$ cat src/rtl/reg_xfer_seq_pkg.sv
// Shared definitions for the register-transfer sequencer.
// Holds the operation encodings, the FSM state type and the default
// datapath/index widths used by reg_xfer_seq and xfer_alu.
package reg_xfer_seq_pkg;

  localparam int WIDTH_DEF = 8;
  localparam int AW_DEF    = 3;

  localparam logic [1:0] OP_MOVI = 2'b00;
  localparam logic [1:0] OP_COPY = 2'b01;
  localparam logic [1:0] OP_ADD  = 2'b10;
  localparam logic [1:0] OP_SUB  = 2'b11;

  typedef enum logic [2:0] {
    S_IDLE = 3'd0,
    S_RDA  = 3'd1,
    S_RDB  = 3'd2,
    S_WB   = 3'd3,
    S_DONE = 3'd4
  } state_t;

  function automatic logic is_arith(input logic [1:0] op);
    return (op == OP_ADD) || (op == OP_SUB);
  endfunction

endpackage

$ cat src/rtl/reg_xfer_seq_alu.sv
// Add/subtract datapath for the register-transfer sequencer.
// Ports:
//   a, b    : operands (WIDTH bits, unsigned)
//   sub     : 0 = a + b, 1 = a - b
//   result  : low WIDTH bits of the sum/difference
//   carry   : add carry-out, or subtract borrow (1 when a < b)
module xfer_alu #(
  parameter int WIDTH = 8
) (
  input  logic [WIDTH-1:0] a,
  input  logic [WIDTH-1:0] b,
  input  logic             sub,
  output logic [WIDTH-1:0] result,
  output logic             carry
);

  logic [WIDTH:0] ext;

  // Extending both operands by one zero bit makes bit WIDTH the carry for
  // addition and the borrow (wrap below zero) for subtraction.
  always_comb begin
    if (sub) ext = {1'b0, a} - {1'b0, b};
    else     ext = {1'b0, a} + {1'b0, b};
  end

  assign result = ext[WIDTH-1:0];
  assign carry  = ext[WIDTH];

endmodule

$ cat src/rtl/reg_xfer_seq.sv
// Register-transfer sequencer: accepts one MOVI/COPY/ADD/SUB request at a
// time, reads up to two operands from an external register bank through
// sel/rd_data, then issues exactly one write through load_en/load/wr_data.
// Ports:
//   clk, rst           : clock, synchronous active-low reset
//   start, op          : request pulse (taken only in IDLE) and operation
//   src_a, src_b, dst  : source/destination register indices
//   imm                : immediate for MOVI
//   rd_data / sel      : bank read data / read select
//   load_en, load,
//   wr_data            : bank write strobe, index, data (WB only)
//   busy, done         : not-idle flag, one-cycle completion pulse
//   carry              : carry/borrow of the last ADD/SUB
module reg_xfer_seq
  import reg_xfer_seq_pkg::*;
#(
  parameter int WIDTH = WIDTH_DEF,
  parameter int AW    = AW_DEF
) (
  input  logic             clk,
  input  logic             rst,
  input  logic             start,
  input  logic [1:0]       op,
  input  logic [AW-1:0]    src_a,
  input  logic [AW-1:0]    src_b,
  input  logic [AW-1:0]    dst,
  input  logic [WIDTH-1:0] imm,
  input  logic [WIDTH-1:0] rd_data,
  output logic [AW-1:0]    sel,
  output logic             load_en,
  output logic [AW-1:0]    load,
  output logic [WIDTH-1:0] wr_data,
  output logic             busy,
  output logic             done,
  output logic             carry
);

  state_t           state, state_next;
  logic [1:0]       op_q;
  logic [AW-1:0]    src_a_q, src_b_q, dst_q;
  logic [WIDTH-1:0] imm_q, op_a, op_b;
  logic             carry_q;
  logic [WIDTH-1:0] alu_result;
  logic             alu_carry;

  xfer_alu #(.WIDTH(WIDTH)) u_alu (
    .a      (op_a),
    .b      (op_b),
    .sub    (op_q == OP_SUB),
    .result (alu_result),
    .carry  (alu_carry)
  );

  always_ff @(posedge clk) begin
    if (!rst) begin
      state   <= S_IDLE;
      op_q    <= '0;
      src_a_q <= '0;
      src_b_q <= '0;
      dst_q   <= '0;
      imm_q   <= '0;
      op_a    <= '0;
      op_b    <= '0;
      carry_q <= 1'b0;
    end else begin
      state <= state_next;
      if (state == S_IDLE && start) begin
        op_q    <= op;
        src_a_q <= src_a;
        src_b_q <= src_b;
        dst_q   <= dst;
        imm_q   <= imm;
      end
      if (state == S_RDA) op_a <= rd_data;
      if (state == S_RDB) op_b <= rd_data;
      if (state == S_WB && is_arith(op_q)) carry_q <= alu_carry;
    end
  end

  always_comb begin
    state_next = state;
    sel        = '0;
    load_en    = 1'b0;
    load       = '0;
    wr_data    = '0;
    busy       = (state != S_IDLE);
    done       = 1'b0;
    carry      = carry_q;
    case (state)
      S_IDLE: begin
        if (start) state_next = (op == OP_MOVI) ? S_WB : S_RDA;
      end
      S_RDA: begin
        sel        = src_a_q;
        state_next = (op_q == OP_COPY) ? S_WB : S_RDB;
      end
      S_RDB: begin
        sel        = src_b_q;
        state_next = S_WB;
      end
      S_WB: begin
        load_en = 1'b1;
        load    = dst_q;
        case (op_q)
          OP_MOVI: wr_data = imm_q;
          OP_COPY: wr_data = op_a;
          default: wr_data = alu_result;
        endcase
        // Present the new carry during the write cycle itself; the register
        // takes it at the end of WB and holds it afterwards.
        if (is_arith(op_q)) carry = alu_carry;
        state_next = S_DONE;
      end
      S_DONE: begin
        done       = 1'b1;
        state_next = S_IDLE;
      end
      default: state_next = S_IDLE;
    endcase
  end

endmodule

$ cat config.mk
export PLATFORM = sky130hd
export DESIGN_NAME = reg_xfer_seq
export DESIGN_NICKNAME = d
export VERILOG_FILES = /design/src/rtl/reg_xfer_seq_pkg.sv /design/src/rtl/reg_xfer_seq_alu.sv /design/src/rtl/reg_xfer_seq.sv
export SDC_FILE = /design/constraint.sdc
export NUM_CORES = 1
export LEC_CHECK = 0
export BUFFER_PORTS_ARGS = -buffer_cell sky130_fd_sc_hd__clkbuf_2
export CELL_PAD_IN_SITES_DETAIL_PLACEMENT = 1
export CELL_PAD_IN_SITES_GLOBAL_PLACEMENT = 2
export CORE_UTILIZATION = 34
export CTS_CLUSTER_SIZE = 30
export DETAILED_ROUTE_END_ITERATION = 10
export GPL_ROUTABILITY_DRIVEN = 0
export PLACE_DENSITY = 0.82
export SLEW_MARGIN = 10
export SYNTH_ARGS = -nofsm -noshare
export SYNTH_HDL_FRONTEND = slang
export SYNTH_SLANG_ARGS = --single-unit
$ cat constraint.sdc
create_clock -name clk -period 5.4 [get_ports clk]
set_input_delay 0.27 -clock clk [delete_from_list [all_inputs] [get_ports clk]]
set_output_delay 0.27 -clock clk [all_outputs]
set_load 0.01 [all_outputs]
### Word-level counts from Yosys, hierarchy flattened

Index checks and enable logic that the tools add are counted.

* add/subtract/negate cells: 2
* equal/unequal tests: 8
* multiplexer cells: 13
* reductions and logical operators: 7

Operator list (count)
* 8-bit case mux with 2 select lines: 1
* 3-bit case mux with 4 select lines: 1
* 8-bit by 8-bit adder with 9-bit output: 1
* 9-bit two-way mux: 1
* 8-bit by 8-bit subtractor with 9-bit output: 1
* 8-bit two-way mux: 1
* 3-bit by 2-bit equality test with 1-bit output (second input constant): 2
* 3-bit two-way mux: 2
* 3-bit case mux with 2 select lines: 1
* 1-bit two-way mux: 5
* 2-bit equality test (second input constant): 2
* 2-bit logical NOT: 2
* 3-bit by 1-bit equality test with 1-bit output (second input constant): 1
* 3-bit equality test (second input constant): 1
* 3-bit logical NOT: 1
* 3-bit nonzero test: 1
* 2-bit by 1-bit equality test with 1-bit output (second input constant): 1
* 1-bit logical AND: 2
* 2-bit two-way mux: 1
* 2-bit inequality test (second input constant): 1
* 1-bit logical OR: 1

* flip-flop bits (word level): 39
* bits of input ports: 30
* output and inout bits: 18
* word-level logic and storage cells: 39

### Longest topological paths before layout

* word-level depth: 4
* mapped depth: 10

### Hierarchy

Synthesis repeated with hierarchy kept, for this count alone.

* cells, all modules: 276
* area, all modules: 2463.6 um^2

By module, submodules not included
* reg_xfer_seq: times used 1, cells each 204, area an instance 1904.3 um^2
* xfer_alu: times used 1, cells each 72, area an instance 559.3 um^2

### Worst setup path before layout

OpenSTA, ideal clock, no wires.

* kind: flip-flop to output port
* start: reg op_q[0]
* end: out carry
* data arrival time: 2.177 ns
* required time: 5.130 ns
* path slack: 2.953 ns
* cell stages (with the launch flop): 10
* path buffers: 1
* cell sequence: dfxtp_1 > and2_1 > clkbuf_1 > mux2i_1 > fa_1 > a211oi_2 > nor4b_1 > a211oi_2 > xnor2_1 > a31oi_1

* longest elaborated chain between the ends: 4
* elaborated cells between the ends (all ways): 6
* those cells by class: eq/ne (2); mux (3); reduce/logical (1)

RTL lines
* start, declared: RTL line reg_xfer_seq.sv:39 `logic [1:0] op_q;`
* start signal, assigned: RTL line reg_xfer_seq.sv:68 `op_q <= op;`
* 2-bit equality test (on tied branches): RTL line reg_xfer_seq_pkg.sv:23, reg_xfer_seq.sv:49
* 9-bit two-way mux / 1-bit logical OR (equally long branches): RTL line reg_xfer_seq_alu.sv:22, reg_xfer_seq_pkg.sv:23
* 1-bit two-way mux (*): RTL line reg_xfer_seq.sv:111 `if (is_arith(op_q)) carry = alu_carry;`
* 1-bit two-way mux (*): RTL line reg_xfer_seq.sv:89 `case (state)`
* end, declared: RTL line reg_xfer_seq.sv:35 `output logic carry`

Every way passes the cells marked *; elsewhere a longest branch is shown, timed or not.

### Final worst setup path

* start: reg op_q[1]
* end: out carry

Same word-level chain as after synthesis.

==> run_results.csv <==
group,metric,value,unit
logic_synthesis,yosys.area_share.adder,6.145,%
routing,drc,0,
logic_synthesis,synthesis.nets,301,
routing,ant_nets,0,
die,rows,28,
clock_network,cts_buffer_depth,2,
global_routing,grt-ovfl-total,0,
timing,hold_violations,0,
die,ios,48,
global_routing,grt_pass1_vias,1933,
timing,setup_viol,0,
cells_and_area,utilization,41.78,%
pwr,fin_total_pwr,808.0,uW
global_routing,grt_usage,18.74,%
clock_network,cts_hold_buf,0,
setup_path,r2r_setup_slack,2.54,ns
logic_synthesis,synthMuxAreaShare,9.565,%
worst_hold_path,hp-start,"dst[2]",
place,postPlaceCellArea,2421,sq um
logic_synthesis,synth_area_leaders,"dfxtp_1, a21oi_1, mux2i_1",
outcome,status,"finished, final reports clean",
clock_network,cts-root-buf,"clkbuf_8",
cells_and_area,diodes,0,
routing,drt-initial-drc-count,101,
logic_synthesis,synth-xor-area-share,5.275,%
logic_synthesis,ys_ff_latch,39,
cells_and_area,fin_area,2517,sq um
worst_hold_path,min_path_type,"in -> reg",
setup_path,crit_chain,"and2_1 -> mux2i_1 -> fa_1 -> a211oi_2 -> nor4b_1 -> a211oi_2 -> xnor2_1 -> a31oi_1 -> clkbuf_2",
logic_synthesis,ys_seq_area_share,36.17,%
timing,finalSetupTns,0,ns
routing,wl,5729,um
pwr,power-per-cell-area,321.0,nW/um^2
routing,vias,1906,
cells_and_area,seqCellArea,780.7,sq um
clock_network,clock_latency,0.29,ns
routing,viasPerCell,5.056,
logic_synthesis,synth_cell_types,38,
timing,report.final.slew_viol_count,0,
timing,slew_headroom,16.05,%
global_routing,grt_antenna_before_repair,0,
clock_network,cts-buffers-inserted,5,
cells_and_area,n_fill_cell,758,
global_routing,grt_max_degree,38,
cells_and_area,drive_gt1_share,22.52,%
setup_path,cpLargestDelayFamily,"simple AND/OR/NAND/NOR gates",
routing,wire_per_inst,15.20,um
setup_path,worst-setup-path-type,"reg -> out",
setup_path,cp.buffers_inverters,1,
logic_synthesis,synth-compound-area-share,19.25,%
logic_synthesis,yosysWarnings,0,
logic_synthesis,syn-cell-area,2158,sq um
clock_network,ctsResizeCount,0,
logic_synthesis,synth_top_family_by_area,"compound AO/OA/AOI/OAI gates",
setup_path,critical_path.slowest_cell,"dfxtp_1",
logic_synthesis,avgSynthCellArea,8.269,sq um
clock_network,clk_pin_slew,0.08,ns
die,die_area,6671,sq um
worst_hold_path,hold_path_depth,3,
setup_path,cp_slowest_stage_delay,0.73,ns
die,fp.dieH,81.68,um
logic_synthesis,yosysTopAreaCell,"dfxtp_1",
pwr,irDropWorstVdd,0.1333,mV
cells_and_area,multi_input_area,1277,sq um
setup_path,start_kind,"register",
routing,drtPass1Iterations,4,
setup_path,path_common_cell,"a211oi_2",
timing,fin_skew,0.009500,ns
clock_network,htreeDepth,2,
timing,period_share,62.97,%
die,die_w,81.68,um
setup_path,crit_fanout,22,
setup_path,critPathArrivalTime,3.13,ns
die,fp.coreArea,6026,sq um
flow_run,cap_violations,0,
cells_and_area,layout.nets,341,
pwr,p_leak,0.001041,uW
timing,fmax,0.2941,GHz
setup_path,reg2reg_depth,8,
logic_synthesis,syn_inst,261,
timing,worstMarginPinSlew,1.254,ns
logic_synthesis,synth_simple_gate_area_share,18.96,%
setup_path,crit_path_end_kind,"output pin",
place,dp_hpwl,4265,um
clock_network,cts_tree,"built",
setup_path,r2r_end,"carry_q$_SDFFE_PN0P_",
timing,rsz0062_at_grt,"no",
logic_synthesis,netlist.area_leader.share,36.17,%
cells_and_area,syn2layout_area_growth,16.64,%
setup_path,worstPathRequired,5.13,ns
global_routing,grt_pass1_wl,9397,um
worst_hold_path,whs_endpoint,"dst_q[2]$_SDFFE_PN0P_",
place,numPortBuffers,47,
clock_network,numClockSinks,39,
setup_path,r2r_start,"op_q[1]$_SDFFE_PN0P_",
timing,period_minus_slack,3.400,ns
clock_network,cts_setup_buffers,0,
die,start_util,35.82,%
-- registers in the layout, indices dropped and copies added (netlist names), 2 cells and up --
signal / cells
src_b_q: 3
op_a: 8
src_a_q: 3
op_b: 8
dst_q: 3
op_q: 2
imm_q: 8
state: 3
-- layout make-up --
class | instances | share of cell area [%]
inverters | 7 | 1.044
clock buffers | 6 | 3.280
flip-flops and latches | 39 | 31.01
clock inverters | 2 | 0.5467
repair buffers | 48 | 9.642
well taps | 75 | 3.728
multi-input cells | 200 | 50.75
-- worst register-to-register path, cell delays in order (launching register included) --
cell	delay [ns]
dfxtp_1	0.73
and2_1	0.40
mux2i_1	0.33
fa_1	0.32
a211oi_2	0.11
nor4b_1	0.38
a211oi_2	0.07
xnor2_1	0.16
a311oi_1	0.27
-- per-layer routing --
layer  up-vias  track usage, %  part of all wire (%)
met5         -               0                     0
met4         0           5.789                  0.70
met3         2           3.222                   3.1
met2        30           29.67                    46
met1       894           25.85                    50
li1        980               -                     -
-- cell usage after synthesis, drive strengths merged --
| library cell | instances |
|---|---|
| a21oi | 38 |
| nor2 | 28 |
| o211ai | 1 |
| o21bai | 3 |
| a31oi | 3 |
| nand4bb | 1 |
| inv | 7 |
| nor4 | 1 |
| xnor2 | 8 |
| clkbuf | 7 |
| nor2b | 2 |
| nand2b | 3 |
| ha | 9 |
| dfxtp | 39 |
| a21o | 1 |
| fa | 1 |
| xor2 | 5 |
| and2 | 5 |
| nor3 | 4 |
| nor4b | 1 |
| a311oi | 1 |
| a211oi | 9 |
| nand2 | 40 |
| buf | 8 |
| mux2i | 15 |
| nand3b | 1 |
| nor3b | 3 |
| a22o | 3 |
| o21a | 1 |
| o22ai | 1 |
| mux2 | 5 |
| o21ai | 6 |
| a2111o | 1 |
-- report_power, final --
part | internal (uW) | total (uW) | switching [uW]
Clock | 105 | 213 | 108
Combinational | 116 | 262 | 146
Sequential | 309 | 334 | 25.0
Total | 529 | 808 | 279
-- worst max path at each step --
stage                                    start     to  slack [ns]  depth (start not counted)
after floorplan           op_q[0]$_SDFFE_PN0P_  carry        2.95                          9
after global placement    op_q[1]$_SDFFE_PN0P_  carry        2.41                         10
after detailed placement  op_q[1]$_SDFFE_PN0P_  carry        2.34                          9
after CTS                 op_q[1]$_SDFFE_PN0P_  carry        2.03                          9
after global routing      op_q[1]$_SDFFE_PN0P_  carry        1.76                          9
final                     op_q[1]$_SDFFE_PN0P_  carry        2.00                          9
-- cell usage in the layout (no fill, tap or decap), drive strengths merged, types with 8 or more instances in the layout --
cell type  count
nand2         40
mux2i         15
inv            8
dfxtp         39
clkbuf        53
nor2          28
xnor2          8
ha             9
a211oi         9
a21oi         38
-- cell families after synthesis --
group           after synthesis
mux                          20
fa+ha+maj                    10
simple gates                 89
buf+inv                      22
compound gates               68
xor+xnor                     13
flops                        39
-- per-stage QoR --
stage | worst slack [ns] | std cells | hold WS (ns)
final | 2.000 | 377 | 0.1944
after detailed placement | 2.338 | 369 | 0.4454
after floorplan | 2.953 | 261 | 0.4060
after global routing | 1.755 | 377 | 0.1851
after CTS | 2.026 | 377 | 0.1819
after global placement | 2.411 | 369 | 0.4401
No activity file was read; power rests on OpenSTA's default activity.
